--- config.mk ---
export PLATFORM = sky130hd
export DESIGN_NAME = debug_axi_writer
export DESIGN_NICKNAME = d
export VERILOG_FILES = /design/src/rtl/debug_axi_writer.sv
export SDC_FILE = /design/constraint.sdc
export NUM_CORES = 2
export LEC_CHECK = 0
export BUFFER_PORTS_ARGS = -buffer_cell sky130_fd_sc_hd__buf_2
export CORE_MARGIN = 3
export CORE_UTILIZATION = 60
export CTS_CLUSTER_DIAMETER = 100
export DETAILED_ROUTE_END_ITERATION = 6
export PLACE_DENSITY = 0.78
export SETUP_SLACK_MARGIN = 0.05
export SYNTH_ARGS = -nofsm -noshare
export SYNTH_HDL_FRONTEND = slang
export SYNTH_SLANG_ARGS = --single-unit
--- constraint.sdc ---
create_clock -name clk -period 11.3 [get_ports clk]
set_input_delay 1.13 -clock clk [delete_from_list [all_inputs] [get_ports clk]]
set_output_delay 1.13 -clock clk [all_outputs]
set_load 0.05 [all_outputs]
--- src/rtl/debug_axi_writer.sv ---
// Buffers 16 stream samples, then writes them to DDR as one AXI4 INCR burst.
// Ports: stream in (in_*), run control (write_*), AXI4 write channels (AXI_writer_axi_*).
module debug_axi_writer #(
  parameter int unsigned TOTAL_PACKAGE    = 416,
  parameter int unsigned DATA_DEPTH       = 16,
  parameter int unsigned DATA_DEPTH_INDEX = 4,
  parameter int unsigned DATA_BYTE_SHIFT  = 5,
  parameter int unsigned DATA_BYTE_WIDTH  = 32
) (
  input  logic                         clk,
  input  logic                         rst,
  input  logic                         write_start,
  input  logic [31:0]                  AXI_writer_axi_awaddr_start,
  output logic                         write_done,
  output logic                         write_err,
  input  logic [DATA_BYTE_WIDTH*8-1:0] in_data,
  input  logic                         in_vld,
  output logic                         in_rdy,
  output logic [3:0]                   AXI_writer_axi_awid,
  output logic [31:0]                  AXI_writer_axi_awaddr,
  output logic [7:0]                   AXI_writer_axi_awlen,
  output logic [2:0]                   AXI_writer_axi_awsize,
  output logic [1:0]                   AXI_writer_axi_awburst,
  output logic                         AXI_writer_axi_awvalid,
  input  logic                         AXI_writer_axi_awready,
  output logic [DATA_BYTE_WIDTH*8-1:0] AXI_writer_axi_wdata,
  output logic [DATA_BYTE_WIDTH-1:0]   AXI_writer_axi_wstrb,
  output logic                         AXI_writer_axi_wlast,
  output logic                         AXI_writer_axi_wvalid,
  input  logic                         AXI_writer_axi_wready,
  input  logic [3:0]                   AXI_writer_axi_bid,
  input  logic [1:0]                   AXI_writer_axi_bresp,
  input  logic                         AXI_writer_axi_bvalid,
  output logic                         AXI_writer_axi_bready
);

  localparam int unsigned DW    = DATA_BYTE_WIDTH * 8;
  localparam int unsigned DI    = DATA_DEPTH_INDEX;
  localparam int unsigned PKG_W = $clog2(TOTAL_PACKAGE + 1);

  typedef enum logic [2:0] {
    S_IDLE,
    S_FILL,
    S_AW,
    S_W,
    S_B
  } state_e;

  state_e            state_q, state_d;
  logic              done_q, done_d;
  logic              err_q, err_d;
  logic              in_rdy_q, in_rdy_d;
  logic              awvalid_q, awvalid_d;
  logic              wvalid_q, wvalid_d;
  logic              bready_q, bready_d;
  logic [31:0]       awaddr_q, awaddr_d;
  logic [31:0]       base_q, base_d;
  logic [PKG_W-1:0]  pkg_q, pkg_d;
  logic [DI-1:0]     fill_q, fill_d;
  logic [DI-1:0]     wcnt_q, wcnt_d;
  logic [DW-1:0]     data_buf_q [DATA_DEPTH];

  logic in_acc, aw_hs, w_hs, b_hs, wlast;
  logic unused_bid;

  assign in_acc = in_vld & in_rdy_q;
  assign aw_hs  = awvalid_q & AXI_writer_axi_awready;
  assign w_hs   = wvalid_q & AXI_writer_axi_wready;
  assign b_hs   = AXI_writer_axi_bvalid & bready_q;
  assign wlast  = wvalid_q & (wcnt_q == DI'(DATA_DEPTH - 1));

  assign unused_bid = ^AXI_writer_axi_bid;

  always_comb begin
    state_d   = state_q;
    done_d    = done_q;
    err_d     = err_q;
    in_rdy_d  = in_rdy_q;
    awvalid_d = awvalid_q;
    wvalid_d  = wvalid_q;
    bready_d  = bready_q;
    awaddr_d  = awaddr_q;
    base_d    = base_q;
    pkg_d     = pkg_q;
    fill_d    = fill_q;
    wcnt_d    = wcnt_q;
    unique case (state_q)
      S_IDLE: begin
        done_d = 1'b1;
        if (write_start) begin
          base_d   = AXI_writer_axi_awaddr_start;
          pkg_d    = '0;
          err_d    = 1'b0;
          done_d   = 1'b0;
          fill_d   = '0;
          in_rdy_d = 1'b1;
          state_d  = S_FILL;
        end
      end
      S_FILL: begin
        if (in_acc) begin
          fill_d = fill_q + 1'b1;
          // Buffer full: close input before a 17th sample can land.
          if (fill_q == DI'(DATA_DEPTH - 1)) begin
            in_rdy_d  = 1'b0;
            awvalid_d = 1'b1;
            awaddr_d  = base_q
                      + (32'(pkg_q) << DATA_BYTE_SHIFT);
            state_d   = S_AW;
          end
        end
      end
      S_AW: begin
        if (aw_hs) begin
          awvalid_d = 1'b0;
          wvalid_d  = 1'b1;
          wcnt_d    = '0;
          state_d   = S_W;
        end
      end
      S_W: begin
        if (w_hs) begin
          wcnt_d = wcnt_q + 1'b1;
          pkg_d  = pkg_q + 1'b1;
          if (wlast) begin
            wvalid_d = 1'b0;
            bready_d = 1'b1;
            state_d  = S_B;
          end
        end
      end
      S_B: begin
        if (b_hs) begin
          bready_d = 1'b0;
          err_d    = err_q | (AXI_writer_axi_bresp != 2'b00);
          if (pkg_q >= PKG_W'(TOTAL_PACKAGE)) begin
            done_d  = 1'b1;
            state_d = S_IDLE;
          end else begin
            fill_d   = '0;
            in_rdy_d = 1'b1;
            state_d  = S_FILL;
          end
        end
      end
      default: begin
        state_d   = S_IDLE;
        done_d    = 1'b1;
        err_d     = 1'b0;
        in_rdy_d  = 1'b0;
        awvalid_d = 1'b0;
        wvalid_d  = 1'b0;
        bready_d  = 1'b0;
        awaddr_d  = '0;
        base_d    = '0;
        pkg_d     = '0;
        fill_d    = '0;
        wcnt_d    = '0;
      end
    endcase
  end

  always_ff @(posedge clk or posedge rst) begin
    if (rst) begin
      state_q   <= S_IDLE;
      done_q    <= 1'b1;
      err_q     <= 1'b0;
      in_rdy_q  <= 1'b0;
      awvalid_q <= 1'b0;
      wvalid_q  <= 1'b0;
      bready_q  <= 1'b0;
      awaddr_q  <= '0;
      base_q    <= '0;
      pkg_q     <= '0;
      fill_q    <= '0;
      wcnt_q    <= '0;
    end else begin
      state_q   <= state_d;
      done_q    <= done_d;
      err_q     <= err_d;
      in_rdy_q  <= in_rdy_d;
      awvalid_q <= awvalid_d;
      wvalid_q  <= wvalid_d;
      bready_q  <= bready_d;
      awaddr_q  <= awaddr_d;
      base_q    <= base_d;
      pkg_q     <= pkg_d;
      fill_q    <= fill_d;
      wcnt_q    <= wcnt_d;
    end
  end

  // Sample storage carries no reset; it is always refilled before use.
  always_ff @(posedge clk) begin
    if (state_q == S_FILL && in_acc) begin
      data_buf_q[fill_q] <= in_data;
    end
  end

  assign write_done             = done_q;
  assign write_err              = err_q;
  assign in_rdy                 = in_rdy_q;
  assign AXI_writer_axi_awid    = 4'b0000;
  assign AXI_writer_axi_awaddr  = awaddr_q;
  assign AXI_writer_axi_awlen   = 8'(DATA_DEPTH - 1);
  assign AXI_writer_axi_awsize  = 3'(DATA_BYTE_SHIFT);
  assign AXI_writer_axi_awburst = 2'b01;
  assign AXI_writer_axi_awvalid = awvalid_q;
  assign AXI_writer_axi_wdata   = data_buf_q[wcnt_q];
  assign AXI_writer_axi_wstrb   = '1;
  assign AXI_writer_axi_wlast   = wlast;
  assign AXI_writer_axi_wvalid  = wvalid_q;
  assign AXI_writer_axi_bready  = bready_q;

endmodule

# Word-level counts from Yosys, hierarchy flattened

Memory sizes are Yosys's and may differ from the RTL's.
Cells that the tools add are included.
Widths: inputs -> output; s select.

Muxes and demuxes: 52
Order comparisons: 1
Reduce and logical (&&, ||, !) cells: 23
Add/sub/neg operators: 4
Bitwise operators: 14
Eq/ne operators: 15

Operator list:

| cell                | count |
|---|---|
| $pmux 32 s2         | 2 |
| $mux 32             | 3 |
| $add 32x14->32      | 1 |
| $pmux 9 s3          | 1 |
| $mux 4              | 6 |
| $mux 1              | 22 |
| $mux 3              | 7 |
| $mux 9              | 2 |
| $ne 2x2->1 const B  | 9 |
| $pmux 4 s4          | 1 |
| $pmux 1 s3          | 5 |
| $pmux 3 s5          | 1 |
| $reduce_and 3->1    | 5 |
| $reduce_or 3->1     | 5 |
| $pmux 4 s3          | 1 |
| $reduce_and 4->1    | 3 |
| $add 9x1->9 const B | 1 |
| $ge 9x9->1 const B  | 1 |
| $add 4x1->4 const B | 2 |
| $eq 4x4->1 const B  | 2 |
| $not 1->1           | 8 |
| $reduce_or 4->1     | 2 |
| $reduce_and 7->1    | 1 |
| $eq 3x2->1 const B  | 2 |
| other kinds (12)    | 16 |

Memories: 1
Output and inout port bits: 344
Bits in registers: 90
RAM bits: 4,096

Memories:

| name       | words | bits a word | read ports | clocked after memory_dff | wr ports | line | text |
|---|---|---|---|---|---|---|---|
| data_buf_q | 16    | 256         | 1          | 0                        | 1        | 61   | `logic [DW-1:0] data_buf_q [DATA_DEPTH];` |

# Longest topological paths before layout

Depth after elaboration: 5
Gate-level depth with buffers: 9

# Worst setup path before layout

Ideal clock, no wire load.

Path kind: input -> register
From: in in_vld
To: mem data_buf_q[10][0] (netlist bit) (enable)
Stages on the path: 4
Path slack: 3.162 ns
Data required time: 10.652 ns
Data arrival time: 7.490 ns
Path through: and2_1 > nand2_1 > nor3b_1 > and2_1

Word-level cells in the longest chain between the ends: 4

RTL lines:

| item                         | line | text |
|---|---|---|
| from (decl)                  | 17   | `input logic in_vld,` |
| $and 1x1->1                  | 66   | `assign in_acc = in_vld & in_rdy_q;` |
| $logic_and 1x1->1            | 195  | `if (state_q == S_FILL && in_acc) begin` |
| $mux 1                       | 195  |  |
| $mux 1 (not written as such) | 196  | `data_buf_q[fill_q] <= in_data;` |
| to (decl)                    | 61   |  |

No other way between the ends.

# Worst setup path after layout

From: reg wcnt_q[0]
To: out AXI_writer_axi_wdata[33]

Word-level cells in the longest chain between the ends: 1

RTL lines:

| item                   | line | text |
|---|---|---|
| from (decl)            | 60   | `logic [DI-1:0] wcnt_q, wcnt_d;` |
| from (signal assigned) | 189  | `wcnt_q <= wcnt_d;` |
| $mem_v2 16x256         | --   |  |
| to (decl)              | 26   | `output logic [DATA_BYTE_WIDTH*8-1:0] AXI_writer_axi_wdata,` |

No other way between the ends.

==> key figures <==
Clock tree
  – Later-pin clock latency in the skew report: 950 ps
  – CTS buffer count: 400
  – Post-CTS Setup Bufs: 0
  – Resized Gates After CTS: 0
  – Reg clk slew, reported paths: 60 ps
  – Clk buf depth: 4
  – H-tree depth: 5
  – CTS Hold Bufs: 0
  – Clk sinks: 4186
  – TritonCTS clock tree: done
  – Root Driver: clkbuf_16

Setup path
  – Kind of critical path: reg2out
  – Worst EP required: 10170 ps
  – Delay of the slowest critical-path stage: 1010 ps
  – Setup crit start kind: register
  – Crit-path max FO: 99
  – Worst path buffer plus inverter count: 3
  – Most frequent CP cell: mux4_2
  – Cell family with most CP delay: buffers and inverters
  – WP data arrival: 5120 ps
  – Slowest cell on crit path: dfrtp_4
  – Crit path capture type: output pin
  – Critical path cell sequence: buf_12 -> buf_4 -> mux4_2 -> mux4_2 -> buf_2

Synthesis
  – Syn. warnings: 0
  – Main combinational cell family by area after synthesis: multiplexers
  – Yosys cell types: 59
  – Area contributors post-synth: edfxtp_1 78%, mux4_2 18%, dfrtp_1 1.4%
  – Mapped Cells: 6306
  – Synth async-reset ratio: 2.15%
  – Average size of a mapped cell: 25.1 um2
  – Synth Register Bits: 4186
  – Sequential area share after synthesis: 79.0%
  – EDFF count, synth: 4096
  – Share of the synthesized area in the top cell type: 77.6%
  – Ys flop type: edfxtp_1
  – Synth Cell Area: 159000 um2
  – Post-synthesis xor/xnor area fraction: 0.0663%
  – Leading area contributor after synthesis: edfxtp_1
  – Adder-cell share of the synthesized area: 0.139%
  – Simple-Gate Fraction of Synth Area: 0.746%
  – Compound-Gate Fraction of Synth Area: 0.907%
  – Post-synthesis mux area share: 18.0%

Timing
  – Max Slew Vio Count: 0
  – Slew Limit Headroom: 10.6%
  – RSZ-0062 raised after global routing: no
  – Peak Freq: 160 MHz
  – Worst slew pin tran: 1340 ps
  – Fin crit share: 55.3%
  – Hold Fails Final Rpt: 0
  – Post-Route Skew: 75.4 ps
  – PnR worst setup slack: 5050 ps
  – Final setup viols: 0
  – Minimum clock period: 6250 ps
  – Setup TNS: 0 ps

Final layout
  – Final core area utilization: 68.0%
  – Final instance area: 179000 um2
  – Area growth, synth to finish: 12.6%
  – Layout cells sized above 1: 34.5%
  – Post-layout nets: 7392

Run status
  – Failing checks: design-rule violations
  – Status: finished, violations left

Die
  – Ports: 645
  – Core footprint: 263000 um2
  – Die Ht: 520 um
  – Die area: 271000 um2
  – Initial Util: 60.4%
  – Die W: 520 um
  – Floorplan row count: 188

Job
  – Max cap viols: 0

Power and ir drop
  – Pwr Total: 0.0387 W
  – Leakage: 55.4 nW
  – Power density over the cells: 216 nW/um2
  – Maximum vdd drop: 223 uV

Routing
  – Post-Route WL: 389000 um
  – Antenna-violating nets left: 0
  – Drt first-iter violations: 10300
  – Vias per cell: 6.77
  – WL/cell: 35.4 um
  – TritonRoute pass-1 iters: 7
  – # DRC: 1
  – DR vias: 74400

Placement
  – DP Area: 166000 um2
  – Setup WS pre-CTS: 5840 ps
  – Gpl congestion: 0.828
  – I/O Buffers: 591
  – Hpwl dp: 177000 um

Global routing
  – Vias in the first global route: 77500
  – Global-route wire length before repair: 563000 um
  – Initial antenna violation count: 109
  – Global-route usage over all layers: 29.0%
  – Global route overflow: 0
  – Largest net degree at the start of global routing: 157

Hold path
  – Worst hold path class: in2async
==> layout by cell type (no fill, tap or decap), types with 7 or more instances in the layout <==
cell	n
o21ai_0	33
edfxtp_1	4096
buf_4	77
mux4_2	1255
conb_1	49
diode_2	67
nor2b_1	30
a32oi_1	14
clkinv_2	83
clkbuf_1	74
nand4_1	12
nand2_1	37
buf_2	591
a21oi_1	43
buf_12	33
nand3_1	43
ha_1	16
clkinv_1	96
and2_4	12
inv_16	7
a22o_1	37
inv_1	9
a211oi_1	27
xor2_1	11
nor2_1	22
dfrtp_1	85
clkbuf_16	404
mux2i_1	27
clkinvlp_4	17
o2111ai_1	8
bufinv_16	37
==> worst paths after layout <==
check | startpoint | end | slack (ps) | cells past startpoint
min in group clk | AXI_writer_axi_awaddr_start[21] | base_q[21]$_DFFE_PP0P_ | 420 | 2
worst min-delay path | rst | in_rdy$_DFFE_PP0P_ | 300 | 2
max in group asynchronous | rst | AXI_writer_axi_awaddr[0]$_DFFE_PP0P_ | 9840 | 3
worst min register to register | AXI_writer_axi_awaddr[7]$_DFFE_PP0P_ | AXI_writer_axi_awaddr[7]$_DFFE_PP0P_ | 500 | 2
worst max-delay path | wcnt_q[0]$_DFFE_PP0P_ | AXI_writer_axi_wdata[33] | 5050 | 5
worst max register to register | state_q[0]$_DFFE_PP0P_ | data_buf_q[3][76]$_DFFE_PP_ | 6210 | 6
==> metrics by stage <==
step                cells  hold WS (ps)
floorplan            6353           467
global placement    10200           461
detailed placement  10200           480
CTS                 10900           247
global route        11000           314
finish              11000           298
==> cell families (layout without fill, tap and decap cells) <==
logic type / Yosys count / count (layout)
xor gates and xnor gates: 12 / 12
buffers and inverters: 393 / 1446
and+or+nand+nor: 210 / 210
other: 2 / 116
DFF: 4186 / 4186
AOI/OAI and AO/OA: 204 / 204
muxes: 1282 / 1282
adders and majority gates: 17 / 17
==> registers in the layout, indices dropped and copies added, names as in the netlist, 3 cells and up <==
| name | count |
|---|---|
| AXI_writer_axi_awaddr | 32 |
| base_q | 32 |
| data_buf_q | 4096 |
| fill_q | 4 |
| pkg_q | 9 |
| state_q | 3 |
| wcnt_q | 4 |
==> cells in the mapped netlist, drive strengths merged, types with 12 or more instances <==
master / instances
mux4: 1255
mux2i: 27
nor2: 22
buf: 219
a21oi: 44
o21ai: 33
nor2b: 30
dfrtp: 89
a211oi: 27
ha: 16
and2: 17
a22o: 37
a32oi: 14
edfxtp: 4096
nand3: 43
nand4: 12
nand2: 37
clkbuf: 163
==> area by class of cell <==
class	count	area, um2
fill	15100	84100
antenna	67	168
tap	3515	4400
inverter	11	50.0
clock inverter	256	2460
sequential	4186	125000
clock buffer	478	10400
timing repair buffer	701	4200
multi-input combinational	1774	31700
==> power breakdown <==
group / internal, W / switching, W
Clock: 0.00743 / 0.00582
Combinational: 0.00348 / 0.00479
Sequential: 0.0170 / 0.0000937
==> routing by layer <==
metal / track usage [%] / vias to the layer above / part of all wire, %
met5: 0 / - / 0.11
met4: 11.7 / 60 / 4.2
met3: 7.21 / 854 / 11
met2: 46.1 / 4923 / 50
met1: 39.3 / 39500 / 35
li1: - / 29000 / -
No activity file was read; power rests on OpenSTA's default activity.
